<file path="config.mk">
export PLATFORM = sky130hd
export DESIGN_NAME = mips_regfile_sb
export DESIGN_NICKNAME = d
export VERILOG_FILES = /design/src/rtl/mips_regfile_sb_pkg.sv /design/src/rtl/mips_regfile_sb_scoreboard.sv /design/src/rtl/mips_regfile_sb.sv
export SDC_FILE = /design/constraint.sdc
export NUM_CORES = 2
export LEC_CHECK = 0
export ABC_AREA = 0
export BUFFER_PORTS_ARGS = -buffer_cell sky130_fd_sc_hd__clkbuf_2
export CORE_MARGIN = 4
export CORE_UTILIZATION = 40
export CTS_CLUSTER_DIAMETER = 120
export DETAILED_ROUTE_END_ITERATION = 8
export GPL_TIMING_DRIVEN = 0
export PLACE_DENSITY = 0.59
export SYNTH_ARGS = -nofsm -noshare
export SYNTH_HDL_FRONTEND = slang
export SYNTH_SLANG_ARGS = --single-unit
</file>
<file path="constraint.sdc">
create_clock -name clk -period 9.8 [get_ports clk]
set_input_delay 2.45 -clock clk [delete_from_list [all_inputs] [get_ports clk]]
set_output_delay 2.45 -clock clk [all_outputs]
set_load 0.01 [all_outputs]
</file>
<file path="src/rtl/mips_regfile_sb_pkg.sv">
// Shared definitions for the MIPS register file with busy scoreboard:
// default widths, architectural register names and the writability rule
// that both the data array and the scoreboard must agree on.
package mips_regfile_sb_pkg;

  // Default geometry of the classic MIPS register file
  localparam int DATA_W_DEF = 32;
  localparam int ADDR_W_DEF = 5;

  // Architectural register indices
  localparam int REG_ZERO = 0;
  localparam int REG_RA   = 31;

  // A register index is writable (and therefore readable as stored data and
  // eligible to become busy) when it is implemented and is not a hardwired r0.
  // Any index failing this rule reads 0, is never busy and drops writes.
  function automatic logic reg_writable(input logic [31:0] idx,
                                        input int unsigned num_regs,
                                        input logic        zero_reg);
    return (!zero_reg || (idx != 32'(REG_ZERO))) && (idx < 32'(num_regs));
  endfunction

endpackage : mips_regfile_sb_pkg

</file>
<file path="src/rtl/mips_regfile_sb_scoreboard.sv">
// Busy scoreboard for the register file: one busy bit per implemented
// register, set when decode issues a destination and cleared when writeback
// retires it. Also produces the WAW-stall signal issue_ready and a registered
// count of busy registers.
module mips_scoreboard
  import mips_regfile_sb_pkg::*;
#(
  parameter int ADDR_W   = ADDR_W_DEF,
  parameter int NUM_REGS = 1 << ADDR_W,
  parameter int ZERO_REG = 1
) (
  input  logic              clk,
  input  logic              rst,
  input  logic              issue,
  input  logic [ADDR_W-1:0] issue_rd,
  input  logic              clr,
  input  logic [ADDR_W-1:0] clr_rd,
  input  logic [ADDR_W-1:0] rs,
  input  logic [ADDR_W-1:0] rt,
  output logic              rs_busy,
  output logic              rt_busy,
  output logic              issue_ready,
  output logic [ADDR_W:0]   busy_cnt
);

  localparam logic ZR = (ZERO_REG != 0);

  logic [NUM_REGS-1:0] busy_q;
  logic [NUM_REGS-1:0] busy_d;
  logic [ADDR_W:0]     cnt_q;
  logic [ADDR_W:0]     cnt_d;

  logic issue_ok;
  logic clr_ok;
  logic set_en;
  logic clr_en;

  // Busy bit of an index; unimplemented or hardwired indices are never busy.
  function automatic logic busy_at(input logic [ADDR_W-1:0] idx);
    return reg_writable(32'(idx), NUM_REGS, ZR) ? busy_q[idx] : 1'b0;
  endfunction

  assign issue_ok = reg_writable(32'(issue_rd), NUM_REGS, ZR);
  assign clr_ok   = clr && reg_writable(32'(clr_rd), NUM_REGS, ZR);

  // A busy destination may be re-issued in the very cycle its producer
  // writes back, so writeback to the same index lifts the stall.
  assign issue_ready = !busy_at(issue_rd) || (clr && (clr_rd == issue_rd));

  // set_en only fires when the bit is 0 or is being cleared this cycle;
  // clr_en only counts a clear that actually drops a 1.
  assign set_en = issue && issue_ready && issue_ok;
  assign clr_en = clr_ok && busy_at(clr_rd);

  assign rs_busy  = busy_at(rs);
  assign rt_busy  = busy_at(rt);
  assign busy_cnt = cnt_q;

  // Per-register next busy bit: a new issue wins over a same-cycle clear.
  generate
    for (genvar gi = 0; gi < NUM_REGS; gi++) begin : g_busy
      assign busy_d[gi] = (set_en && (issue_rd == ADDR_W'(gi))) ||
                          (busy_q[gi] && !(clr_ok && (clr_rd == ADDR_W'(gi))));
    end
  endgenerate

  // Busy count tracks the population of busy_q one step at a time.
  always_comb begin
    cnt_d = cnt_q;
    case ({set_en, clr_en})
      2'b10:   cnt_d = cnt_q + (ADDR_W+1)'(1);
      2'b01:   cnt_d = cnt_q - (ADDR_W+1)'(1);
      default: cnt_d = cnt_q;
    endcase
  end

  // Scoreboard state register with synchronous reset.
  always_ff @(posedge clk) begin
    if (rst) begin
      busy_q <= '0;
      cnt_q  <= '0;
    end else begin
      busy_q <= busy_d;
      cnt_q  <= cnt_d;
    end
  end

endmodule : mips_scoreboard

</file>
<file path="src/rtl/mips_regfile_sb.sv">
// Parametrised MIPS register file: two combinational read ports, one
// synchronous write port and a per-register busy scoreboard.
// Optional feature macro: REGFILE_BYPASS_EN -- when defined, a writeback in
// the current cycle is forwarded to a matching read port (data and busy).
module mips_regfile_sb
  import mips_regfile_sb_pkg::*;
#(
  parameter int DATA_W   = DATA_W_DEF,
  parameter int ADDR_W   = ADDR_W_DEF,
  parameter int NUM_REGS = 1 << ADDR_W,
  parameter int ZERO_REG = 1
) (
  input  logic              clk,
  input  logic              rst,
  input  logic [ADDR_W-1:0] rs,
  input  logic [ADDR_W-1:0] rt,
  output logic [DATA_W-1:0] A,
  output logic [DATA_W-1:0] B,
  output logic              rs_busy,
  output logic              rt_busy,
  input  logic              issue,
  input  logic [ADDR_W-1:0] issue_rd,
  output logic              issue_ready,
  input  logic              write,
  input  logic [ADDR_W-1:0] rd,
  input  logic [DATA_W-1:0] in,
  output logic [ADDR_W:0]   busy_cnt
);

  localparam logic ZR = (ZERO_REG != 0);

  logic [DATA_W-1:0] regs_q [NUM_REGS];

  logic              wr_en;
  logic              rs_ok;
  logic              rt_ok;
  logic [DATA_W-1:0] arr_a;
  logic [DATA_W-1:0] arr_b;
  logic              sb_rs_busy;
  logic              sb_rt_busy;

  assign wr_en = write && reg_writable(32'(rd), NUM_REGS, ZR);
  assign rs_ok = reg_writable(32'(rs), NUM_REGS, ZR);
  assign rt_ok = reg_writable(32'(rt), NUM_REGS, ZR);

  mips_scoreboard #(
    .ADDR_W   (ADDR_W),
    .NUM_REGS (NUM_REGS),
    .ZERO_REG (ZERO_REG)
  ) u_sb (
    .clk         (clk),
    .rst         (rst),
    .issue       (issue),
    .issue_rd    (issue_rd),
    .clr         (write),
    .clr_rd      (rd),
    .rs          (rs),
    .rt          (rt),
    .rs_busy     (sb_rs_busy),
    .rt_busy     (sb_rt_busy),
    .issue_ready (issue_ready),
    .busy_cnt    (busy_cnt)
  );

  // Register storage: each entry clears on reset and loads on a matching
  // writeback. A hardwired r0 is never enabled, so it holds its reset zero.
  generate
    for (genvar gi = 0; gi < NUM_REGS; gi++) begin : g_reg
      always_ff @(posedge clk) begin
        if (rst) begin
          regs_q[gi] <= '0;
        end else if (wr_en && (rd == ADDR_W'(gi))) begin
          regs_q[gi] <= in;
        end
      end
    end
  endgenerate

  // Array read muxes; indices that are not backed by storage read as 0.
  always_comb begin
    arr_a = '0;
    arr_b = '0;
    if (rs_ok) arr_a = regs_q[rs];
    if (rt_ok) arr_b = regs_q[rt];
  end

`ifdef REGFILE_BYPASS_EN
  logic byp_a;
  logic byp_b;

  assign byp_a = wr_en && (rd == rs);
  assign byp_b = wr_en && (rd == rt);

  // Forward the in-flight writeback so the consumer sees it this cycle.
  always_comb begin
    A       = byp_a ? in : arr_a;
    B       = byp_b ? in : arr_b;
    rs_busy = sb_rs_busy && !byp_a;
    rt_busy = sb_rt_busy && !byp_b;
  end
`else
  // Outputs show pre-edge state; a result is visible one cycle after writeback.
  always_comb begin
    A       = arr_a;
    B       = arr_b;
    rs_busy = sb_rs_busy;
    rt_busy = sb_rt_busy;
  end
`endif

endmodule : mips_regfile_sb

</file>
==> run_results.csv <==
group,metric,value,unit
clock_network,post_cts_buffers,0,
synthesis,synthArstFlopShare,0,%
setup_path,slowest_delay,0.85,ns
power,powerDensity,178,mW/mm²
flow_run,cap_violations,4,
routing,wl_per_cell,39.4,µm
final_layout,drive_above_1_share,28.1,%
clock_network,clkLatencyLatePin,0.75,ns
sta,finalHoldViolCount,0,
global_route,antenna_found_initial,22,
setup_path,crit_type,"input pin to output port",
placement,dp_hpwl,157000,µm
routing,antenna_left,0,
synthesis,avgSynthCellArea,16.2,µm²
setup_path,critPathLaunchType,"input pin",
setup_path,cp-end-kind,"output port",
clock_network,clock_sink_count,1062,
setup_path,worst-path-buf-inv,4,
power,p_leak,22.8,nW
sta,finalSetupViolCount,0,
clock_network,numCtsBuffers,119,
status,status,"finished with violations",
sta,hold_slack,0.503,ns
setup_path,worst_path_dominant_cell_family,"buffers and inverters",
synthesis,ys_seq_area_share,55.2,%
synthesis,synth_edf_count,1024,
sta,relSlewSlack,-3.05,%
setup_path,crit_chain,"clkbuf_1 -> clkbuf_1 -> buf_2 -> mux4_2 -> mux4_2 -> mux2i_1 -> nor2_1 -> clkbuf_2",
setup_path,cp.required,7.35,ns
global_route,track_usage,30.8,%
synthesis,syn-instance-count,3515,
global_route,overflow,0,
sta,slew_viol_final,12,
sta,period_needed,8.65,ns
routing,viasPerCell,6.52,
global_route,grt_pass1_vias,37600,
sta,max_freq,0.116,GHz
clock_network,htreeDepth,3,
placement,pre_cts_ws,1.34,ns
routing,finalWirelength,229000,µm
global_route,grt_max_degree,34,
floorplanning,rows,138,
final_layout,areaGrowthSynthToFinish,13.6,%
routing,drc,0,
setup_path,crit_fanout,10,
placement,io_buffers,118,
final_layout,fin_nets,3876,
final_layout,most-common-layout-cells,"edfxtp_1, and2_1, mux4_2",
setup_path,crit_arrival,6.20,ns
clock_network,clock_path_buffers,3,
sta,tns,0,ns
floorplanning,io_pins,129,
sta,tightest_slew,1.53,ns
synthesis,synthesis.area,0.0571,mm²
floorplanning,die_w,386,µm
synthesis,ys_warn_count,0,
sta,fin_skew,0.00798,ns
clock_network,ctsHoldBuffers,0,
clock_network,clkTransAtPathRegs,0.05,ns
synthesis,synth-seq-cells,1062,
global_route,grt_pass1_wl,308000,µm
floorplanning,initial_core_util,40.3,%
power,vdd_drop_max,0.140,mV
synthesis,synth_cell_types,50,
sta,setup_ws,1.15,ns
sta,finalCritPeriodShare,88.3,%
routing,via_count,37900,
floorplanning,die_height,386,µm
synthesis,ys.flop_type,"edfxtp_1",
sta,rsz0062_at_grt,"false",
routing,dr.pass1.iters,7,
placement,routabilityCongestion,0.949,
setup_path,cp_slowest_cell,"buf_2",
floorplanning,die_area,0.149,mm²
power,power.total,11.6,mW
clock_network,cts_tree,"built",
routing,drt-initial-drc-count,6037,
clock_network,cts_root_buf,"clkbuf_16",
floorplanning,coreArea,0.142,mm²
worst_hold_path,min-delay-path-class,"flop to flop",
clock_network,ctsResizeCount,0,
final_layout,layout_commonest_cell,"edfxtp_1",
status,violations,"capacitance limit, slew limit",
worst register-to-register path, cell delays in order, from the launching register on:
cell and delay [ns]:
dfxtp_1 0.50, mux2i_1 0.15, mux4_2 0.49, and2_4 0.17, o41ai_4 0.56, buf_6 0.24
or2_1 0.13, ha_1 0.32, ha_1 0.29, a21o_1 0.17, a21o_1 0.21, a2111o_1 0.41
o211ai_1 0.10, mux2_2 0.34
cells by family (layout without fill, tap and decap cells):
family                   Yosys count  in the layout  share of synthesized area (%)
XOR/XNOR                           9              9                          0.138
flip-flops                      1062           1062                           55.2
other                              1             43                        0.00657
buffers and inverters            439            805                           3.10
AND/OR/NAND/NOR                 1166           1166                           12.2
adder cells (fa/ha/maj)            6              6                          0.145
multiplexers                     753            753                           28.0
AO/OA/AOI/OAI                     79             79                           1.14
area by class of cell:
| type | instances | area [µm²] |
|---|---|---|
| Clock buffer | 153 | 3150 |
| Tap cell | 1890 | 2360 |
| Timing Repair Buffer | 147 | 1200 |
| Antenna cell | 11 | 27.5 |
| Buffer | 408 | 1660 |
| Fill cell | 12400 | 76700 |
| Multi-Input combinational cell | 2045 | 24000 |
| Clock inverter | 66 | 782 |
| Inverter | 31 | 116 |
| Sequential cell | 1062 | 31500 |
routing by layer:
metal | up-vias | share of wire, % | routed length, µm | track usage [%]
li1 | 14500 | - | - | -
met1 | 19600 | 35 | 79300 | 38.2
met2 | 2996 | 45 | 103000 | 47.3
met3 | 775 | 13 | 29800 | 10.4
met4 | 4 | 7.3 | 16700 | 17.4
met5 | - | 0.012 | 27 | 0.0992
sequential cells by signal (all words and copies together), names as in the netlist:
signal / flops
regs_q: 1024
u_sb.busy_q: 32
u_sb.busy_cnt: 6
per-stage QoR:
| step | std cells | instance area (µm²) | utilization [%] |
|---|---|---|---|
| finish | 5813 | 64800 | 45.8 |
| CTS | 5802 | 64800 | 45.8 |
| floorplan | 3546 | 57200 | - |
| global placement | 5554 | 60100 | 42.5 |
| detailed placement | 5583 | 60900 | 43.0 |
| global route | 5803 | 64800 | 45.8 |
Yosys cell counts (all sizes together) (5+ instances only):
library cell	n	area share [%]
a21o	20	0.26
a21oi	12	0.11
and2	740	8.1
and3	257	2.8
buf	86	0.78
clkbuf	322	2.1
dfxtp	38	1.3
edfxtp	1024	54
ha	5	0.11
inv	31	0.20
mux2i	74	1.3
mux4	675	27
nand2	22	0.14
nand2b	9	0.099
nor2	101	0.66
nor2b	8	0.088
nor3	13	0.11
o21bai	5	0.066
o31ai	9	0.12
o32ai	22	0.38
xor2	6	0.092
worst paths after layout:
| check | start | to | slack [ns] | depth (start not counted) |
|---|---|---|---|---|
| min reg2reg | u_sb.busy_q[0]$_SDFF_PP0_ | u_sb.busy_q[0]$_SDFF_PP0_ | 0.50 | 1 |
| max | rt[0] | B[31] | 1.15 | 8 |
| max reg2reg | u_sb.busy_q[19]$_SDFF_PP0_ | u_sb.busy_cnt[5]$_SDFFE_PP0P_ | 5.62 | 13 |
| min | u_sb.busy_q[0]$_SDFF_PP0_ | u_sb.busy_q[0]$_SDFF_PP0_ | 0.50 | 1 |
power by group:
group / internal, mW / total, mW / switching (mW)
combinational: 0.648 / 1.58 / 0.931
clock: 2.68 / 4.64 / 1.96
sequential: 5.23 / 5.35 / 0.122
(Power assumes the default switching activity.)
